### src/rtl/switch_power_sink_multi.sv
// Multi-channel switch output sink producing per-channel ACK/NACK or STALL/GO responses by test mode.
// Optional accepted-flit counters and the ACCEPT_CNT_out port are built when SINK_STATS_EN is defined.
module switch_power_sink_multi #(
  parameter int          NCH           = 4,
  parameter int          FLITWIDTH     = 32,
  parameter int          TESTINGMODE   = 4,
  parameter int          FLOWCTRL      = 0,
  parameter int          MAX_REJECT    = 0,
  parameter int          ROTATE_PERIOD = 8,
  parameter int          THRESH        = 64,
  parameter logic [15:0] SEED          = 16'hACE1,
  parameter int          CNTW          = 16
) (
  input  logic                     clk,
  input  logic                     rst,
  input  logic [NCH*FLITWIDTH-1:0] FLIT_in,
  input  logic [NCH-1:0]           VALID_in,
  input  logic [NCH-1:0]           FWDAUX1_in,
  output logic [NCH-1:0]           BWDAUX1_out,
  output logic [NCH-1:0]           BWDAUX2_out,
  output logic [NCH-1:0]           BWDAUX3_out
`ifdef SINK_STATS_EN
  ,
  output logic [NCH*CNTW-1:0]      ACCEPT_CNT_out
`endif
);

  localparam int MODE_IDLE    = 0;
  localparam int MODE_THROUGH = 1;
  localparam int MODE_CONG    = 2;
  localparam int MODE_NOARB   = 3;
  localparam int MODE_ROTATE  = 4;
  localparam int MODE_RANDOM  = 5;

  localparam int TW = (NCH > 1) ? $clog2(NCH) : 1;
  localparam int PW = (ROTATE_PERIOD > 1) ? $clog2(ROTATE_PERIOD) : 1;
  localparam int RW = (MAX_REJECT > 0) ? $clog2(MAX_REJECT + 1) : 1;

  localparam logic [TW-1:0] TOK_LAST = TW'(NCH - 1);
  localparam logic [PW-1:0] ROT_LAST = PW'(ROTATE_PERIOD - 1);
  localparam logic [RW-1:0] REJ_MAX  = RW'(MAX_REJECT);
  localparam logic [8:0]    THR9     = 9'(THRESH);
  localparam logic          BOUNDED  = (MAX_REJECT > 0);
  localparam logic [15:0]   TAPS     = 16'hB400;

  // One step of the right-shifting Galois LFSR.
  function automatic logic [15:0] lfsr_step(input logic [15:0] v);
    lfsr_step = {1'b0, v[15:1]} ^ (v[0] ? TAPS : 16'h0000);
  endfunction

  // A zero seed would lock the LFSR, so it is replaced by 1.
  function automatic logic [15:0] seed_of(input int c);
    logic [15:0] s;
    s = SEED + 16'(c);
    seed_of = (s == 16'h0000) ? 16'h0001 : s;
  endfunction

  logic [NCH-1:0] aux1_q, aux1_d;
  logic [NCH-1:0] aux2_q, aux2_d;
  logic [NCH-1:0] first_nack_q, first_nack_d;
  logic [RW-1:0]  rej_cnt_q [NCH];
  logic [RW-1:0]  rej_cnt_d [NCH];
  logic [15:0]    lfsr_q [NCH];
  logic [15:0]    lfsr_d [NCH];
  logic [TW-1:0]  tok_q, tok_d;
  logic [PW-1:0]  rot_cnt_q, rot_cnt_d;
  logic [NCH-1:0] nat_s, forced_s, acc_s, take_s;
  logic           flit_unused_s;

  assign flit_unused_s = ^FLIT_in;
  assign BWDAUX1_out   = aux1_q;
  assign BWDAUX2_out   = aux2_q;
  assign BWDAUX3_out   = '0;

  // Token rotation plus the per-channel accept/reject decision and response encoding.
  always_comb begin
    if (rot_cnt_q == ROT_LAST) begin
      rot_cnt_d = '0;
      tok_d     = (tok_q == TOK_LAST) ? '0 : tok_q + TW'(1);
    end else begin
      rot_cnt_d = rot_cnt_q + PW'(1);
      tok_d     = tok_q;
    end
    aux1_d       = '0;
    aux2_d       = '0;
    first_nack_d = first_nack_q;
    nat_s        = '0;
    forced_s     = '0;
    acc_s        = '0;
    take_s       = '0;
    for (int c = 0; c < NCH; c++) begin
      lfsr_d[c]    = lfsr_step(lfsr_q[c]);
      rej_cnt_d[c] = rej_cnt_q[c];
      forced_s[c]  = BOUNDED && (rej_cnt_q[c] == REJ_MAX);
      case (TESTINGMODE)
        MODE_THROUGH, MODE_NOARB: nat_s[c] = 1'b1;
        MODE_ROTATE:              nat_s[c] = (tok_q == TW'(c));
        MODE_RANDOM:              nat_s[c] = ({1'b0, lfsr_q[c][7:0]} >= THR9);
        default:                  nat_s[c] = 1'b0;
      endcase
      acc_s[c] = nat_s[c] | forced_s[c];
      if (FLOWCTRL != 0) begin
        // A flit is taken whenever it is offered while the previous response was GO.
        take_s[c] = VALID_in[c] & ~aux1_q[c];
        if (TESTINGMODE == MODE_IDLE) begin
          aux1_d[c] = 1'b0;
        end else if (acc_s[c]) begin
          aux1_d[c]    = 1'b0;
          rej_cnt_d[c] = '0;
        end else begin
          aux1_d[c]    = 1'b1;
          rej_cnt_d[c] = BOUNDED ? rej_cnt_q[c] + RW'(1) : '0;
        end
      end else if ((TESTINGMODE == MODE_IDLE) || !VALID_in[c]) begin
        aux1_d[c] = 1'b0;
        aux2_d[c] = 1'b0;
      end else if (acc_s[c]) begin
        aux1_d[c]    = 1'b1;
        aux2_d[c]    = 1'b1;
        rej_cnt_d[c] = '0;
        take_s[c]    = 1'b1;
      end else if ((TESTINGMODE != MODE_CONG) || !first_nack_q[c] || FWDAUX1_in[c]) begin
        aux2_d[c]       = 1'b1;
        first_nack_d[c] = 1'b1;
        rej_cnt_d[c]    = BOUNDED ? rej_cnt_q[c] + RW'(1) : '0;
      end else begin
        aux2_d[c] = 1'b0;
      end
    end
  end

  // Response, token, LFSR and rejection-bound state.
  always_ff @(posedge clk or negedge rst) begin
    if (!rst) begin
      aux1_q       <= '0;
      aux2_q       <= '0;
      first_nack_q <= '0;
      tok_q        <= '0;
      rot_cnt_q    <= '0;
      for (int c = 0; c < NCH; c++) begin
        rej_cnt_q[c] <= '0;
        lfsr_q[c]    <= seed_of(c);
      end
    end else begin
      aux1_q       <= aux1_d;
      aux2_q       <= aux2_d;
      first_nack_q <= first_nack_d;
      tok_q        <= tok_d;
      rot_cnt_q    <= rot_cnt_d;
      for (int c = 0; c < NCH; c++) begin
        rej_cnt_q[c] <= rej_cnt_d[c];
        lfsr_q[c]    <= lfsr_d[c];
      end
    end
  end

`ifdef SINK_STATS_EN
  logic [CNTW-1:0] cnt_q [NCH];
  logic [CNTW-1:0] cnt_d [NCH];

  // Saturating accepted-flit counters.
  always_comb begin
    ACCEPT_CNT_out = '0;
    for (int c = 0; c < NCH; c++) begin
      if (take_s[c] && (cnt_q[c] != {CNTW{1'b1}})) begin
        cnt_d[c] = cnt_q[c] + CNTW'(1);
      end else begin
        cnt_d[c] = cnt_q[c];
      end
      ACCEPT_CNT_out[c*CNTW +: CNTW] = cnt_q[c];
    end
  end

  // Counter state.
  always_ff @(posedge clk or negedge rst) begin
    if (!rst) begin
      for (int c = 0; c < NCH; c++) cnt_q[c] <= '0;
    end else begin
      for (int c = 0; c < NCH; c++) cnt_q[c] <= cnt_d[c];
    end
  end
`else
  localparam int STATS_UNUSED_W = CNTW;
  logic stats_unused_s;
  assign stats_unused_s = ^take_s;
`endif

endmodule
### config.mk
export PLATFORM = sky130hd
export DESIGN_NAME = switch_power_sink_multi
export DESIGN_NICKNAME = d
export VERILOG_FILES = /design/src/rtl/switch_power_sink_multi.sv
export SDC_FILE = /design/constraint.sdc
export NUM_CORES = 1
export LEC_CHECK = 0
export ABC_AREA = 0
export BUFFER_PORTS_ARGS = -buffer_cell sky130_fd_sc_hd__buf_2
export CORE_ASPECT_RATIO = 0.6
export CORE_UTILIZATION = 16
export CTS_CLUSTER_DIAMETER = 40
export DETAILED_ROUTE_END_ITERATION = 16
export HOLD_SLACK_MARGIN = 0.12
export PLACE_DENSITY = 0.73
export SKIP_LAST_GASP = 1
export SYNTH_ARGS = -nofsm -noshare
export SYNTH_HDL_FRONTEND = slang
export SYNTH_SLANG_ARGS = --single-unit
### constraint.sdc
create_clock -name clk -period 1 [get_ports clk]
set_input_delay 0.1 -clock clk [delete_from_list [all_inputs] [get_ports clk]]
set_output_delay 0.1 -clock clk [all_outputs]
set_load 0.01 [all_outputs]
==> results.toml <==
[worst_setup_path]
r2r_slack_ns = -0.16
end_kind = "register"
crit_top_cell = "ha_4"
cp.required_ns = 1.17
critPathMaxFanout = 2
reg2reg_to = "tok_q[0]$_DFFE_PN0N_"
crit_chain = "ha_4 -> ha_4 -> or3b_1 -> o21ai_1"
cpPeakStageDelay_ns = 0.38
cp.arrival_ns = 1.33
cp-startpoint = "rot_cnt_q[0]$_DFF_PN0_"
r2r_start = "rot_cnt_q[0]$_DFF_PN0_"
slowest_stage = "dfrtp_1"
r2r_cells = 4
crit_path_end = "tok_q[0]$_DFFE_PN0N_"
critPathKind = "reg -> reg"
cp-start-kind = "register"

[floorplanning]
die-area_sq_um = 3310
io-pin-count = 150
fp.coreArea_sq_um = 2890
start_util_pct = 17.1
die_x_microns = 73.7
fp-row-count = 15
die_h_microns = 45.0

[clock_tree]
cts_tree = "done"
cts_inserted_buffers = 3
clkLatencyLatePin_ns = 0.24
cts_root_buf = "clkbuf_8"
cts_num_sinks = 13
htreeDepth = 1
post_cts_buffers = 0
path_clk_slew_ns = 0.05
cts_buffer_depth = 2

[yosys]
synth_area_sq_um = 493
synthTopCellsByArea = "dfrtp_1 66%, ha_1 15%, buf_4 6.1%"
synth_cells = 35
synth.most_common_cell = "dfrtp_1"
yosys_warnings = 0
synthDistinctLibCells = 10
postSynth.asyncResetShare_pct = 100
synth-main-ff-cell = "dfrtp_1"
ys_seq_area_share_pct = 66.0
post-synth-top-area-cell = "dfrtp_1"
yosysTopAreaCellShare_pct = 66.0
synth.top_cells.by_count = "13 x dfrtp_1, 6 x ha_1, 4 x and2_1, 4 x buf_4"
ys_ff_latch = 13
synth_edf_count = 0
syn_avg_cell_area_sq_um = 14.1

[sta]
finalSetupTns_ns = -0.263
fin_crit_sh_pct = 116
slew_violations = 0
rsz0062_at_grt = "true"
fmax_ghz = 0.862
fin_ws_ns = -0.160
finClkSkew_ns = 0.00282
setup_violations = 3
finalHoldViolations = 0
finalCriticalPeriod_ns = 1.16

[routing]
wire_per_inst_microns = 8.49
drt_iter0_markers = 19
vias = 316
drcViolationCount = 0
first_pass_iters = 4
ant_nets = 0
via_per_inst = 3.16
wl_microns = 849

[outcome]
status = "finished, violations left"
violations = "setup timing"

[grt]
track_usage_pct = 5.25
antenna_found_initial = 0
grt_start_max_net_pins = 14
grt_pass1_wl_microns = 1210
grt_pass1_vias = 290
grt_overflow_total = 0

[cells_and_area]
area_growth_pct = 47.5
final_area_sq_um = 727
drive_gt1_share_pct = 34.5
final_nets = 203
num_antenna_cells = 0

[power_and_ir_drop]
p_per_area_nw_per_um2 = 1460
cellLeakagePower_nw = 0.362
power_mw = 1.06
irDropWorstVdd_mv = 0.298

[placement]
post_dp_cell_area_sq_um = 622
finalWeightedCongestion = 0.661
hpwl_microns = 641
port-buffer-count = 13
pre_cts_slack_ns = -0.165

[flow_run]
drv_cap = 0

[hold_path]
hold_path.class = "in -> async"
per-stage QoR:
| step | hold slack [ns] | utilization (%) | std cells |
|---|---|---|---|
| 2_1_floorplan | -0.196 | - | 38 |
| 3_3_place_gp | -0.0126 | 21.5 | 91 |
| 3_5_place_dp | -0.00696 | 21.5 | 91 |
| 4_1_cts | 0.270 | 24.8 | 100 |
| 5_1_grt | 0.293 | 25.2 | 100 |
| 6_report | 0.264 | 25.2 | 100 |
per-layer routing:
metal | wire length, microns | vias up | GRT usage [%]
li1 | - | 146 | -
met2 | 469 | 13 | 10.8
met4 | 14 | 0 | 3.46
met1 | 316 | 155 | 4.56
met3 | 48 | 2 | 1.34
met5 | 0 | - | 0
critical path: cells and delay by family, from the launching register on:
family | cells | cell delay (ns)
AO/OA/AOI/OAI | 1 | 0.08
adder cells (fa/ha/maj) | 2 | 0.28
flip-flops | 1 | 0.38
AND/OR/NAND/NOR | 1 | 0.34
report_power, final:
group	internal [mW]	total, mW	leakage [nW]	switching [mW]
clock network	0.281	0.459	0.0228	0.178
logic	0.0276	0.0601	0.178	0.0326
registers	0.537	0.539	0.161	0.00203
sequential cells by signal, summed over array words and instances, names as in the netlist:
name,count
BWDAUX2_out,4
tok_q,2
BWDAUX1_out,4
rot_cnt_q,3
cell usage in the layout (no fill, tap or decap):
master         netlist  routed
ha_4                 0       2
clkbuf_8             0       3
nor2_1               1       1
clkbuf_1             0       1
buf_4                4       2
and2_1               4       4
dfrtp_1             13      13
dlygate4sd3_1        0       5
o21ai_1              0       2
nand2_1              1       1
ha_1                 6       4
conb_1               1       4
buf_2                0      13
or3b_1               1       1
inv_1                2       2
timing repair:
action / 4_1_cts / 5_1_grt
endpoints found under the setup margin: 3 / 3
endpoints found under the hold margin: 21 / 0
hold buffers: 5 / 0
pin swaps: 1 / 2
gates resized for setup: 2 / 1
how the worst min path moves through the flow:
stage / endpoint / slack (ns)
6_report: tok_q[0]$_DFFE_PN0N_ / 0.26
5_1_grt: rot_cnt_q[1]$_DFF_PN0_ / 0.29
4_1_cts: tok_q[0]$_DFFE_PN0N_ / 0.27
3_5_place_dp: tok_q[0]$_DFFE_PN0N_ / -0.007
3_3_place_gp: tok_q[0]$_DFFE_PN0N_ / -0.01
2_1_floorplan: BWDAUX1_out[0]$_DFF_PN0_ / -0.20
cell families after synthesis:
group | synth area share [%]
DFF | 66.0
and+or+nand+nor | 8.37
buffers and inverters | 7.62
adders and majority gates | 15.2
AOI/OAI and AO/OA | 2.03
other | 0.761
cell type report:
type                       count  area (sq um)
clock buffer                   4          45.0
fill                         310          2160
inverter                       2          7.51
multi-input combinational     19           166
sequential                    13           325
tap                           42          52.6
timing repair buffer          20           130
No activity file was read; power rests on OpenSTA's default activity.
